**config.mk**
```make
export PLATFORM = sky130hd
export DESIGN_NAME = hazard_unit_flat
export DESIGN_NICKNAME = d
export VERILOG_FILES = /design/src/rtl/hazard_unit_pkg.sv /design/src/rtl/hazard_unit_if.sv /design/src/rtl/hazard_unit_match.sv /design/src/rtl/hazard_unit.sv /design/src/flat_wrapper.sv
export SDC_FILE = /design/constraint.sdc
export NUM_CORES = 1
export LEC_CHECK = 0
export CAP_MARGIN = 25
export CORE_AREA = 10 10 83 85
export DETAILED_ROUTE_END_ITERATION = 8
export DIE_AREA = 0 0 93 95
export PLACE_DENSITY = 0.81
export REMOVE_ABC_BUFFERS = 1
export SYNTH_ARGS = -nofsm -noshare
export SYNTH_HDL_FRONTEND = slang
export SYNTH_HIERARCHICAL = 1
export SYNTH_SLANG_ARGS = --single-unit
```
**constraint.sdc**
```tcl
create_clock -name clk -period 6.7 [get_ports clk]
set_input_delay 1.34 -clock clk [delete_from_list [all_inputs] [get_ports clk]]
set_output_delay 1.34 -clock clk [all_outputs]
set_load 0.02 [all_outputs]
```
**src/rtl/hazard_unit_pkg.sv**
```systemverilog
// Shared stage/forwarding encodings and track record types for the hazard unit.
// Latency: n/a (types and constants only).
// Backpressure: n/a.
package hazard_unit_pkg;

    // Pipeline positions; STAGE_MAX doubles as "operand unused".
    localparam logic [1:0] STAGE_DECODE  = 2'd0;
    localparam logic [1:0] STAGE_EXECUTE = 2'd1;
    localparam logic [1:0] STAGE_MEM     = 2'd2;
    localparam logic [1:0] STAGE_MAX     = 2'd3;

    // Forwarding selects: the value equals the producer position it comes from.
    localparam logic [1:0] FWD_NONE   = 2'd0;
    localparam logic [1:0] FWD_FROM_E = 2'd1;
    localparam logic [1:0] FWD_FROM_M = 2'd2;
    localparam logic [1:0] FWD_FROM_W = 2'd3;

    typedef logic [4:0] reg_addr_t;
    typedef logic [1:0] stage_t;
    typedef logic [1:0] fwd_t;

    // Producer side of an in-flight instruction.
    typedef struct packed {
        reg_addr_t waddr;
        stage_t    wstage;
    } prod_t;

    // Consumer side of an in-flight instruction.
    typedef struct packed {
        reg_addr_t raddr0;
        reg_addr_t raddr1;
        stage_t    rstage0;
        stage_t    rstage1;
    } cons_t;

    // Empty slot: also what a bubble looks like.
    localparam prod_t PROD_EMPTY = '{waddr: 5'd0, wstage: STAGE_DECODE};
    localparam cons_t CONS_EMPTY = '{raddr0: 5'd0, raddr1: 5'd0,
                                     rstage0: STAGE_MAX, rstage1: STAGE_MAX};

    // $0 is hard-wired, so a read of it never depends on anything in flight.
    function automatic logic addr_match(reg_addr_t waddr, reg_addr_t raddr);
        return (raddr != 5'd0) && (waddr == raddr);
    endfunction

endpackage

```
**src/rtl/hazard_unit_if.sv**
```systemverilog
// D-stage operand/result tags in, stall and forwarding selects out; HAZARD_MDU_EN adds MDU tags.
// Latency: n/a (wiring only).
// Backpressure: stall is the only backpressure, asserted by the hazard unit toward the pipeline.
interface hazard_unit_if;
    import hazard_unit_pkg::*;

    reg_addr_t d_read_addr0;
    reg_addr_t d_read_addr1;
    stage_t    d_read_stage0;
    stage_t    d_read_stage1;
    reg_addr_t d_write_addr;
    stage_t    d_write_stage;
`ifdef HAZARD_MDU_EN
    logic      d_md_start;
    logic      d_md_use;
    logic      md_busy;
`endif
    logic      stall;
    fwd_t      fwd_d0;
    fwd_t      fwd_d1;
    fwd_t      fwd_e0;
    fwd_t      fwd_e1;
    fwd_t      fwd_m1;

    // Pipeline side: publishes decode tags, obeys stall and forwarding selects.
    modport master (
`ifdef HAZARD_MDU_EN
        output d_md_start, d_md_use, md_busy,
`endif
        output d_read_addr0, d_read_addr1, d_read_stage0, d_read_stage1,
        output d_write_addr, d_write_stage,
        input  stall, fwd_d0, fwd_d1, fwd_e0, fwd_e1, fwd_m1
    );

    // Hazard unit side.
    modport slave (
`ifdef HAZARD_MDU_EN
        input  d_md_start, d_md_use, md_busy,
`endif
        input  d_read_addr0, d_read_addr1, d_read_stage0, d_read_stage1,
        input  d_write_addr, d_write_stage,
        output stall, fwd_d0, fwd_d1, fwd_e0, fwd_e1, fwd_m1
    );

endinterface

```
**src/rtl/hazard_unit_match.sv**
```systemverilog
// Nearest-producer search for one read port: forwarding select plus "result too late" flag.
// Latency: 0 cycles, purely combinational.
// Backpressure: none; the late flag feeds the stall decision in the top.
module hazard_match
    import hazard_unit_pkg::*;
(
    input  reg_addr_t   rd_addr,    // register being read
    input  stage_t      rd_stage,   // stage that first needs it; STAGE_MAX = unused
    input  stage_t      cons_pos,   // position of the consumer (D=0, E=1, M=2)
    input  prod_t [3:1] prod,       // producer tracks indexed by position E=1, M=2, W=3
    output fwd_t        fwd_sel,
    output logic        not_ready
);

    // Walk from oldest to youngest so the nearest matching producer overwrites older ones.
    always_comb begin
        fwd_sel   = FWD_NONE;
        not_ready = 1'b0;
        for (int p = 3; p >= 1; p--) begin
            if ((2'(p) > cons_pos) && addr_match(prod[p].waddr, rd_addr)) begin
                // Result sits in the pipeline register at p once its write stage is behind p.
                fwd_sel   = (prod[p].wstage < 2'(p)) ? 2'(p) : FWD_NONE;
                // Too late if it is produced no earlier than the point the consumer needs it;
                // a producer already in W has always finished.
                not_ready = (p != 3) && (rd_stage != STAGE_MAX) &&
                            ({1'b0, prod[p].wstage} >= ({1'b0, rd_stage} + 3'(p)));
            end
        end
    end

endmodule

```
**src/rtl/hazard_unit.sv**
```systemverilog
// Tracks E/M/W destination tags and drives D stall plus D/E/M forwarding selects (HAZARD_MDU_EN adds MDU stall).
// Latency: stall/fwd are combinational (0 cycles); tracks advance one cycle later.
// Backpressure: stall holds PC and F/D and injects a bubble into E; W never causes a stall.
module hazard_unit
    import hazard_unit_pkg::*;
(
    input  logic          clk,
    input  logic          reset,
    hazard_unit_if.slave  hz
);

    prod_t e_prod_q, e_prod_d;
    prod_t m_prod_q, m_prod_d;
    prod_t w_prod_q, w_prod_d;
    cons_t e_cons_q, e_cons_d;
    cons_t m_cons_q, m_cons_d;

    prod_t [3:1] prod_trk;
    logic        stall;
    logic        d0_late, d1_late;
    logic        e0_late, e1_late, m1_late;
    logic        md_stall;

    assign prod_trk = {w_prod_q, m_prod_q, e_prod_q};

    // D-stage rs/rt: search E, M, W; also decide whether the result arrives too late.
    hazard_match u_match_d0 (
        .rd_addr   (hz.d_read_addr0),
        .rd_stage  (hz.d_read_stage0),
        .cons_pos  (STAGE_DECODE),
        .prod      (prod_trk),
        .fwd_sel   (hz.fwd_d0),
        .not_ready (d0_late)
    );

    hazard_match u_match_d1 (
        .rd_addr   (hz.d_read_addr1),
        .rd_stage  (hz.d_read_stage1),
        .cons_pos  (STAGE_DECODE),
        .prod      (prod_trk),
        .fwd_sel   (hz.fwd_d1),
        .not_ready (d1_late)
    );

    // E-stage ALU operands: search M, W using the pipelined read addresses.
    hazard_match u_match_e0 (
        .rd_addr   (e_cons_q.raddr0),
        .rd_stage  (STAGE_MAX),
        .cons_pos  (STAGE_EXECUTE),
        .prod      (prod_trk),
        .fwd_sel   (hz.fwd_e0),
        .not_ready (e0_late)
    );

    hazard_match u_match_e1 (
        .rd_addr   (e_cons_q.raddr1),
        .rd_stage  (STAGE_MAX),
        .cons_pos  (STAGE_EXECUTE),
        .prod      (prod_trk),
        .fwd_sel   (hz.fwd_e1),
        .not_ready (e1_late)
    );

    // M-stage store data: only W can still be ahead of it.
    hazard_match u_match_m1 (
        .rd_addr   (m_cons_q.raddr1),
        .rd_stage  (STAGE_MAX),
        .cons_pos  (STAGE_MEM),
        .prod      (prod_trk),
        .fwd_sel   (hz.fwd_m1),
        .not_ready (m1_late)
    );

`ifdef HAZARD_MDU_EN
    logic e_md_start_q, e_md_start_d;

    // A HI/LO access must wait while the MDU runs or a mult/div is about to launch from E.
    always_comb begin
        md_stall     = hz.d_md_use && (hz.md_busy || e_md_start_q);
        e_md_start_d = stall ? 1'b0 : hz.d_md_start;
    end

    // E-stage MDU-start track.
    always_ff @(posedge clk) begin
        if (reset) begin
            e_md_start_q <= 1'b0;
        end else begin
            e_md_start_q <= e_md_start_d;
        end
    end
`else
    assign md_stall = 1'b0;
`endif

    assign stall    = d0_late | d1_late | md_stall;
    assign hz.stall = stall;

    // Next track contents: D enters E unless stalled (bubble), older entries shift down.
    always_comb begin
        e_prod_d = '{waddr: hz.d_write_addr, wstage: hz.d_write_stage};
        e_cons_d = '{raddr0: hz.d_read_addr0, raddr1: hz.d_read_addr1,
                     rstage0: hz.d_read_stage0, rstage1: hz.d_read_stage1};
        m_prod_d = e_prod_q;
        m_cons_d = e_cons_q;
        w_prod_d = m_prod_q;
        if (stall) begin
            e_prod_d = PROD_EMPTY;
            e_cons_d = CONS_EMPTY;
        end
    end

    // Track registers with synchronous reset to empty slots.
    always_ff @(posedge clk) begin
        if (reset) begin
            e_prod_q <= PROD_EMPTY;
            m_prod_q <= PROD_EMPTY;
            w_prod_q <= PROD_EMPTY;
            e_cons_q <= CONS_EMPTY;
            m_cons_q <= CONS_EMPTY;
        end else begin
            e_prod_q <= e_prod_d;
            m_prod_q <= m_prod_d;
            w_prod_q <= w_prod_d;
            e_cons_q <= e_cons_d;
            m_cons_q <= m_cons_d;
        end
    end

    // Read stages of E/M, M's rs and the downstream late flags are carried but have no consumer.
    logic unused_ok;
    assign unused_ok = ^{e0_late, e1_late, m1_late,
                         e_cons_q.rstage0, e_cons_q.rstage1,
                         m_cons_q.raddr0, m_cons_q.rstage0, m_cons_q.rstage1};

endmodule

```
**src/flat_wrapper.sv**
```systemverilog
// flat-port wrapper written by rule: the top's interface ports become plain ports
module hazard_unit_flat import hazard_unit_pkg::*;
  (clk, reset, hz_d_read_addr0, hz_d_read_addr1, hz_d_read_stage0, hz_d_read_stage1, hz_d_write_addr, hz_d_write_stage, hz_stall, hz_fwd_d0, hz_fwd_d1, hz_fwd_e0, hz_fwd_e1, hz_fwd_m1);
  hazard_unit_if hz_i ();
  input  logic clk;
  input  logic reset;
  input wire logic [$bits(hz_i.d_read_addr0)-1:0] hz_d_read_addr0;
  input wire logic [$bits(hz_i.d_read_addr1)-1:0] hz_d_read_addr1;
  input wire logic [$bits(hz_i.d_read_stage0)-1:0] hz_d_read_stage0;
  input wire logic [$bits(hz_i.d_read_stage1)-1:0] hz_d_read_stage1;
  input wire logic [$bits(hz_i.d_write_addr)-1:0] hz_d_write_addr;
  input wire logic [$bits(hz_i.d_write_stage)-1:0] hz_d_write_stage;
  output wire logic [$bits(hz_i.stall)-1:0] hz_stall;
  output wire logic [$bits(hz_i.fwd_d0)-1:0] hz_fwd_d0;
  output wire logic [$bits(hz_i.fwd_d1)-1:0] hz_fwd_d1;
  output wire logic [$bits(hz_i.fwd_e0)-1:0] hz_fwd_e0;
  output wire logic [$bits(hz_i.fwd_e1)-1:0] hz_fwd_e1;
  output wire logic [$bits(hz_i.fwd_m1)-1:0] hz_fwd_m1;
  assign hz_i.d_read_addr0 = hz_d_read_addr0;
  assign hz_i.d_read_addr1 = hz_d_read_addr1;
  assign hz_i.d_read_stage0 = hz_d_read_stage0;
  assign hz_i.d_read_stage1 = hz_d_read_stage1;
  assign hz_i.d_write_addr = hz_d_write_addr;
  assign hz_i.d_write_stage = hz_d_write_stage;
  assign hz_stall = hz_i.stall;
  assign hz_fwd_d0 = hz_i.fwd_d0;
  assign hz_fwd_d1 = hz_i.fwd_d1;
  assign hz_fwd_e0 = hz_i.fwd_e0;
  assign hz_fwd_e1 = hz_i.fwd_e1;
  assign hz_fwd_m1 = hz_i.fwd_m1;
  hazard_unit u_core (.clk(clk), .reset(reset), .hz(hz_i));
endmodule
```
==> key figures, run 1 <==
STA
  • Final period utilization: 0.8503
  • Layout Skew: 6.670 ps
  • Fin. Hold Viols: 0
  • Minimum clock period: 5697 ps
  • Slew Viols, Final: 0
  • Setup violations, final: 0
  • RSZ-0062 raised after global routing: false
  • Slew margin rel.: 0.3186
  • Tightest Pin Transition: 1022 ps
  • F_max: 175.5 MHz
  • Setup tns final: 0 ps

Synthesis
  • Post-Syn Area: 2619 um2
  • Avg Cell Area, Syn: 9.663 um2
  • Yosys warnings: 6
  • Mapped Cells: 271

Route
  • WL per Instance: 15.32 um
  • Vias: 2056
  • Routed Antenna Nets: 0
  • Initial DRC count: 77
  • Avg Vias per Cell: 5.127
  • DRC violations left: 0
  • Drt pass-1 iters: 5
  • Final wirelength: 6144 um

Final layout
  • NumNets Final: 363
  • Most common cell after layout, fill and taps aside: xor2_1
  • Commonest non-fill, non-tap cells in the layout: 49 x xor2_1, 36 x dfxtp_1, 33 x clkdlybuf4s50_1, 26 x xnor2_1, 25 x conb_1
  • Layout cells sized above 1: 0.1094
  • Fill cell count: 494
  • Fin util: 0.5924
  • N_diodes: 0
  • Area growth from synthesis to layout: 20.74%

Clock tree
  • H-tree levels: 2
  • Clk slew on worst S/H paths: 70 ps
  • Post-CTS Setup Inserts: 0
  • Cts repair resizes: 0
  • Clk sinks: 36
  • Maximum clock path buffer count: 2
  • Hold_buf cts: 0
  • CTS buffer count: 5
  • Clk_lat worst skew: 290 ps
  • CTS Root Cell: clkbuf_8
  • TritonCTS clock tree: yes

Outcome
  • Run status: finished clean

Global route
  • Pin count of the biggest net entering global routing: 37
  • Initial antenna violation count: 0
  • Grt total ovfl: 0
  • Number of global-route vias before repair: 2014
  • Tot GR Track Use: 0.1381
  • First-pass GRT wire length: 9729 um

Flow run
  • Max Cap Viol: 0

Critical path
  • Crit end category: output port
  • WP data arrival: 4360 ps
  • Crit path cell chain: clkdlybuf4s50_1, xnor2_1, nand4_1, nor3_1, nand3b_1, o31ai_4, or2_1, clkdlybuf4s50_1
  • Worst path most repeated cell: clkdlybuf4s50_1
  • Crit-path max cell delay: 900 ps
  • Req. time, crit path: 5360 ps
  • Critical-path top delay cell: o31ai_4
  • Startpoint Class: input port
  • Crit Path Category: input port to output port
  • CP Max Fanout: 18

Worst hold path
  • Hold Path Class: register to register

Floorplanning
  • Num rows: 27
  • Starting Density: 0.4906
  • Core Box Area: 5338 um2
  • Die width: 93 um
  • Die Span Y: 95 um
  • Io pins: 34
  • Die area: 8835 um2

Pwr
  • Pwr per Cell Area: 162.8 nW/um2
  • Switching Fraction: 0.2981
  • Maximum VDD drop: 0.1356 mV
  • Static leakage: 1.372 nW
  • Switch Pwr: 0.0001535 W
  • Flop pwr share: 0.478
  • Internal: 0.0003614 W
  • Comb power frac: 0.235
  • Clk pwr share: 0.287

Placement
  • Final HPWL from detailed placement: 4696 um
  • Port Buf Inserts: 33
  • Placer Congestion: 0.9188
[metrics by stage]
stage | setup WS, ps | hold WS, ps | power [W] | instances | instance area [um2]
finish | 1003 | 480.5 | 0.0005148 | 401 | 3162
global route | 805.9 | 505.5 | 0.0005395 | 401 | 3162
CTS | 1010 | 485.0 | 0.0005185 | 401 | 3162
detailed placement | 997.0 | 474.9 | 0.0003708 | 393 | 3074
global placement | 1070 | 474.3 | 0.0003672 | 393 | 3074
floorplan | 1439 | 456.8 | 0.0003202 | 286 | 2625
[final timing paths]
path	startpoint	endpoint	cells past startpoint	slack [ps]
worst max-delay path	hz_d_read_addr1[3]	hz_stall	8	1000
worst min-delay path	u_core/m_prod_q[0]$_SDFF_PP0_	u_core/prod_trk[14]$_SDFF_PP0_	1	480
worst max register to register	u_core/e_prod_q[2]$_SDFF_PP0_	u_core/e_prod_q[4]$_SDFF_PP0_	6	4190
worst min register to register	u_core/m_prod_q[0]$_SDFF_PP0_	u_core/prod_trk[14]$_SDFF_PP0_	1	480
[power groups by stage]
stage	sequential, W	combinational (W)	clock, W
floorplan	0.000243	0.0000769	0
global placement	0.000250	0.000117	0
detailed placement	0.000251	0.000120	0
CTS	0.000246	0.000121	0.000152
global route	0.000248	0.000133	0.000158
finish	0.000246	0.000121	0.000148
[state kept, by name, indices dropped and copies added (netlist names)]
register         cells
u_core/prod_trk      7
u_core/m_prod_q      7
u_core/e_cons_q     10
u_core/e_prod_q      7
u_core/m_cons_q      5
[cell type report]
class	count	area, um2	share of cell area
flip-flops and latches	36	720.7	0.2279
repair buffers	35	345.3	0.1092
inverters	12	45.04	0.01425
clock buffers	5	68.82	0.02176
well taps	72	90.09	0.02849
clock inverters	3	18.77	0.005936
multi-input cells	238	1873	0.5924
[metal layers]
| layer | vias to the layer above | GRT usage | routed length (um) | part of all wire |
|---|---|---|---|---|
| met5 | - | 0 | 0 | 0 |
| met4 | 0 | 0.04242 | 93 | 0.015 |
| met3 | 7 | 0.03727 | 318 | 0.052 |
| met2 | 49 | 0.2383 | 2923 | 0.48 |
| met1 | 967 | 0.1633 | 2809 | 0.46 |
| li1 | 1033 | - | - | - |
[critical path, delay by kind of cell]
| kind | cells | cell delay [ps] |
|---|---|---|
| compound gates | 1 | 900 |
| xor+xnor | 1 | 150 |
| buf+inv | 2 | 1210 |
| simple gates | 4 | 750 |
(Power assumes the default switching activity.)
==> inputs of run 2 (changes only) <==
- CORE_AREA: 10 10 83 85 -> 10 10 85 87
- DIE_AREA: 0 0 93 95 -> 0 0 95 97
- PLACE_DENSITY: 0.81 -> not set
- PLACE_DENSITY_LB_ADDON: not set -> 0.3
- clock period: 6.7 -> 5.5 ns (I/O delays scaled with it)
==> run 2 against run 1 <==
- sequential share of layout area is 0.20 points lower
- count of clock-buffer cells in the layout rose by 1
- cell area increased by 0.87%
- critical path type unchanged
- largest power group unchanged
==> key figures, run 2 (synthesized netlist as in run 1, its figures left out) <==
Outcome
  • Run status: finished clean

Route
  • DRC violations left: 0 (unchanged)
  • Vias: 2054 (-0.097%)
  • Initial DRC count: 80 (+3.9%)
  • Routed Antenna Nets: 0 (unchanged)
  • Drt pass-1 iters: 4 (-1)
  • Final wirelength: 6508 um (+5.9%)
  • Avg Vias per Cell: 5.109 (-0.35%)
  • WL per Instance: 16.19 um (+5.7%)

Floorplanning
  • Core Box Area: 5473 um2 (+2.5%)
  • Die Span Y: 97 um (+2.1%)
  • Io pins: 34 (unchanged)
  • Die area: 9215 um2 (+4.3%)
  • Num rows: 27 (unchanged)
  • Starting Density: 0.4785 (-0.01211)
  • Die width: 95 um (+2.2%)

Critical path
  • Startpoint Class: input port
  • R2R depth: 7 (+1)
  • WP data arrival: 3720 ps (-640 ps)
  • CP Max Fanout: 5 (-13)
  • Req. time, crit path: 4400 ps (-960 ps)
  • Crit end category: output port
  • Crit Path Category: input port to output port

STA
  • Slew Viols, Final: 0 (unchanged)
  • Fin. Hold Viols: 0 (unchanged)
  • Setup violations, final: 0 (unchanged)
  • Setup tns final: 0 ps (unchanged)
  • Min Hold Slack: 485.3 ps (+4.735 ps)
  • F_max: 207.4 MHz
  • Layout Skew: 3.787 ps (-2.882 ps)
  • Minimum clock period: 4822 ps
  • Final period utilization: 0.8767
  • RSZ-0062 raised after global routing: false

Placement
  • Placer Congestion: 0.9135 (-0.58%)
  • Port Buf Inserts: 33 (unchanged)
  • DP Area: 3082 um2 (+0.24%)
  • Final HPWL from detailed placement: 4824 um (+2.7%)

Pwr
  • Static leakage: 1.385 nW (+0.93%)
  • Internal: 0.0004864 W (+35%)
  • Switch Pwr: 0.0001922 W (+25%)
  • Switching Fraction: 0.2832 (-0.01489)
  • Flop pwr share: 0.442 (-0.036)
  • Comb power frac: 0.219 (-0.016)
  • Pwr per Cell Area: 212.8 nW/um2 (+31%)
  • Maximum VDD drop: 0.1325 mV (-2.3%)
  • Pwr Total: 0.0006786 W (+32%)
  • Clk pwr share: 0.339 (+0.052)

Global route
  • Grt total ovfl: 0 (unchanged)
  • Pin count of the biggest net entering global routing: 37 (unchanged)
  • First-pass GRT wire length: 10670 um (+9.7%)
  • Number of global-route vias before repair: 2054 (+2.0%)
  • Tot GR Track Use: 0.1463 (+0.008198)
  • Initial antenna violation count: 0 (unchanged)

Worst hold path
  • Hold Path Stages: 1 (unchanged)
  • Hold Path Class: register to register

Clock tree
  • Clk slew on worst S/H paths: 70 ps (about the same)
  • CTS buffer count: 5 (unchanged)
  • Hold_buf cts: 0 (unchanged)
  • TritonCTS clock tree: yes
  • Maximum clock path buffer count: 2 (unchanged)
  • Clk sinks: 36 (unchanged)
  • Cts repair resizes: 0 (unchanged)
  • Clk_lat worst skew: 290 ps (about the same)
  • Post-CTS Setup Inserts: 0 (unchanged)
  • H-tree levels: 2 (unchanged)
  • CTS Root Cell: clkbuf_8

Final layout
  • Max reg flops: 10 (unchanged)
  • Area growth from synthesis to layout: 21.79%
  • Register area: 720.7 um2 (unchanged)
  • Biggest register: u_core/e_cons_q
  • Fin area: 3189 um2 (+0.87%)
  • Area of the multi-input gates: 1873 um2 (unchanged)
  • Fill cell count: 509 (+3.0%)
  • NumNets Final: 364 (+0.28%)
  • Most common cell after layout, fill and taps aside: xor2_1
  • Commonest non-fill, non-tap cells in the layout: 49 x xor2_1, 36 x dfxtp_1, 33 x clkdlybuf4s50_1, 26 x xnor2_1, 25 x conb_1
  • Layout cells sized above 1: 0.1091 (-0.0003316)
  • N_diodes: 0 (unchanged)

Flow run
  • Max Cap Viol: 0 (unchanged)
## run 2: power by group through the flow
stage / clock network, W / registers [W] / logic, W
3_5_place_dp: 0 / 0.000306 / 0.000147
3_3_place_gp: 0 / 0.000306 / 0.000144
4_1_cts: 0.000233 / 0.000300 / 0.000148
6_report: 0.000230 / 0.000300 / 0.000149
2_1_floorplan: 0 / 0.000296 / 0.0000936
5_1_grt: 0.000246 / 0.000302 / 0.000164
## run 2: area by class of cell
cell class	instances	share of cell area
tap	72	0.02825
clock buffer	6	0.02275
clock inverter	2	0.01098
inverter	12	0.01412
sequential	36	0.2260
timing repair buffer	36	0.1106
multi-input combinational	238	0.5873
## run 2: metrics by stage
step	std cells	utilization	setup WS [ps]
finish	402	0.5828	678.1
global route	402	0.5828	483.3
floorplan	286	-	718.5
global placement	394	0.5631	734.8
CTS	402	0.5828	668.2
detailed placement	394	0.5631	678.7
## run 2: path summary, 6_finish.rpt
check,start,slack (ps),end
max,hz_d_read_addr1[1],680,hz_stall
min,u_core/m_prod_q[0]$_SDFF_PP0_,490,u_core/prod_trk[14]$_SDFF_PP0_
max reg2reg,u_core/m_prod_q[3]$_SDFF_PP0_,3130,u_core/e_cons_q[4]$_SDFF_PP0_
min reg2reg,u_core/m_prod_q[0]$_SDFF_PP0_,490,u_core/prod_trk[14]$_SDFF_PP0_
## run 2: routing by layer
layer / share of wire / up-vias / track usage / wire, um
li1: - / 1038 / - / -
met2: 0.47 / 39 / 0.2311 / 3079
met1: 0.47 / 967 / 0.1835 / 3032
met4: 0.022 / 0 / 0.06178 / 140
met5: 0 / - / 0 / 0
met3: 0.039 / 10 / 0.03392 / 254
## run 2: worst max-delay path, stage by stage
cell             delay [ps]
clkdlybuf4s50_1         530
xor2_1                  220
nor4_2                  280
nand4_1                 160
or4b_1                  580
o31ai_4                 100
or2_1                   150
clkdlybuf4s50_1         610
==> inputs of run 3 (changes only) <==
- CORE_AREA: 10 10 85 87 -> 10 10 99 101
- DIE_AREA: 0 0 95 97 -> 0 0 109 111
==> run 3 against run 2 <==
- global-route usage is 3.2 points lower
- sequential cell count stayed put
- non-clock buffer count stayed put
- sequential share of layout area is 0.15 points lower
- first-iteration DRC count is 28% lower
- maximum frequency is 0.92% higher
- die area is 31% higher
- routed wire length is 4.5% higher
- count of clock-buffer cells in the layout is 1 lower
- worst hold slack better by 6.2 ps
- critical path type unchanged
- largest power group unchanged
==> key figures, run 3 (synthesized netlist as in run 1, its figures left out) <==
Outcome
  • Run status: finished clean

STA
  • Fin. Hold Viols: 0 (unchanged)
  • Layout Skew: 3.719 ps (-0.06866 ps)
  • Final period utilization: 0.8687 (-0.008015)
  • Setup violations, final: 0 (unchanged)
  • Minimum clock period: 4778 ps (-44.08 ps)
  • RSZ-0062 raised after global routing: false
  • Setup tns final: 0 ps (unchanged)
  • Slew Viols, Final: 0 (unchanged)
  • F_max: 209.3 MHz (+0.92%)

Clock tree
  • Clk sinks: 36 (unchanged)
  • Clk_lat worst skew: 280 ps (about the same)
  • Cts repair resizes: 0 (unchanged)
  • Hold_buf cts: 0 (unchanged)
  • TritonCTS clock tree: yes
  • H-tree levels: 2 (unchanged)
  • Clk slew on worst S/H paths: 70 ps (about the same)
  • Post-CTS Setup Inserts: 0 (unchanged)
  • CTS buffer count: 5 (unchanged)
  • CTS Root Cell: clkbuf_8
  • Maximum clock path buffer count: 2 (unchanged)

Global route
  • Pin count of the biggest net entering global routing: 37 (unchanged)
  • Number of global-route vias before repair: 2096 (+2.0%)
  • First-pass GRT wire length: 10970 um (+2.8%)
  • Initial antenna violation count: 0 (unchanged)
  • Tot GR Track Use: 0.1147 (-0.03161)
  • Grt total ovfl: 0 (unchanged)

Floorplanning
  • Die width: 109 um (+15%)
  • Io pins: 34 (unchanged)
  • Die Span Y: 111 um (+14%)
  • Die area: 12100 um2 (+31%)
  • Starting Density: 0.3286 (-0.1499)
  • Num rows: 33 (+22%)
  • Core Box Area: 7969 um2 (+46%)

Critical path
  • Crit Path Category: input port to output port
  • Startpoint Class: input port
  • Req. time, crit path: 4400 ps (about the same)
  • WP data arrival: 3680 ps (-40 ps)
  • Crit end category: output port
  • CP Max Fanout: 5 (unchanged)

Final layout
  • Area growth from synthesis to layout: 22.60%
  • Max reg flops: 10 (unchanged)
  • Area of the multi-input gates: 1873 um2 (unchanged)
  • N_diodes: 0 (unchanged)
  • Layout cells sized above 1: 0.1121 (+0.003030)
  • Fin util: 0.4029 (-0.1799)
  • Fin area: 3211 um2 (+0.67%)
  • NumNets Final: 364 (unchanged)
  • Register area: 720.7 um2 (unchanged)
  • Fill cell count: 793 (+56%)
  • Most common cell after layout, fill and taps aside: xor2_1
  • Commonest non-fill, non-tap cells in the layout: 49 x xor2_1, 36 x dfxtp_1, 33 x clkdlybuf4s50_1, 26 x xnor2_1, 25 x conb_1
  • Biggest register: u_core/e_cons_q

Route
  • Drt pass-1 iters: 5 (+1)
  • Routed Antenna Nets: 0 (unchanged)
  • M1 WL: 2921 um (-3.7%)
  • Initial DRC count: 58 (-28%)
  • WL per Instance: 15.64 um (-3.4%)
  • Routed wl met3: 445 um (+75%)
  • Avg Vias per Cell: 4.641 (-9.2%)
  • DRC violations left: 0 (unchanged)
  • Final wirelength: 6803 um (+4.5%)
  • WL met2: 3372 um (+9.5%)
  • Highest Signal Layer: met4
  • Vias: 2019 (-1.7%)

Pwr
  • Flop pwr share: 0.481 (+0.039)
  • Pwr per Cell Area: 195.8 nW/um2 (-8.0%)
  • Static leakage: 1.378 nW (-0.53%)
  • Switch Pwr: 0.0001886 W (-1.9%)
  • Switching Fraction: 0.3000 (+0.01677)
  • Internal: 0.0004401 W (-9.5%)
  • Maximum VDD drop: 0.1733 mV (+31%)
  • Clk pwr share: 0.288 (-0.051)
  • Comb power frac: 0.231 (+0.012)

Flow run
  • Max Cap Viol: 0 (unchanged)

Placement
  • Placer Congestion: 0.8484 (-7.1%)
  • DP Area: 3123 um2 (+1.3%)
  • Final HPWL from detailed placement: 5005 um (+3.7%)
  • Port Buf Inserts: 33 (unchanged)

Worst hold path
  • Hold Path Class: register to register
run 3: power groups by stage:
stage               registers (W)  logic (W)  clock network [W]
floorplan                0.000296  0.0000936                  0
global placement         0.000309   0.000143                  0
detailed placement       0.000309   0.000145                  0
CTS                      0.000303   0.000146           0.000188
global route             0.000305   0.000163           0.000198
finish                   0.000302   0.000145           0.000181
run 3: worst max-delay path, cell delays in order:
cell and delay (ps):
clkdlybuf4s50_1 520, xor2_1 220, nor4_2 260, nand4_1 170
or4b_1 580, o31ai_4 80, or2_1 130, clkdlybuf4s50_1 610
run 3: per-stage QoR:
step | power, W | worst slack [ps] | hold WS (ps) | instances
5_1_grt | 0.0006652 | 601.0 | 529.5 | 435
3_5_place_dp | 0.0004540 | 723.8 | 489.7 | 427
3_3_place_gp | 0.0004517 | 751.9 | 487.8 | 427
2_1_floorplan | 0.0003901 | 718.5 | 456.8 | 286
6_report | 0.0006287 | 722.2 | 491.4 | 435
4_1_cts | 0.0006364 | 706.6 | 500.6 | 435
run 3: worst paths after layout:
check                           startpoint                             end  slack [ps]  depth (start not counted)
min          u_core/m_prod_q[0]$_SDFF_PP0_  u_core/prod_trk[14]$_SDFF_PP0_         490                          1
min reg2reg  u_core/m_prod_q[0]$_SDFF_PP0_  u_core/prod_trk[14]$_SDFF_PP0_         490                          1
max reg2reg  u_core/m_prod_q[3]$_SDFF_PP0_   u_core/e_cons_q[4]$_SDFF_PP0_        3120                          7
max                     hz_d_read_addr1[1]                        hz_stall         720                          8
run 3: layout make-up:
type,count,area share
Multi-Input combinational cell,238,0.5834
Sequential cell,36,0.2245
Timing Repair Buffer,36,0.1099
Tap cell,105,0.04092
Clock buffer,5,0.02143
Inverter,12,0.01403
Clock inverter,3,0.005846
run 3: layer usage:
metal | GRT usage | up-vias
li1 | - | 1035
met1 | 0.1412 | 925
met2 | 0.1957 | 52
met3 | 0.02558 | 7
met4 | 0.02551 | 0
met5 | 0 | -
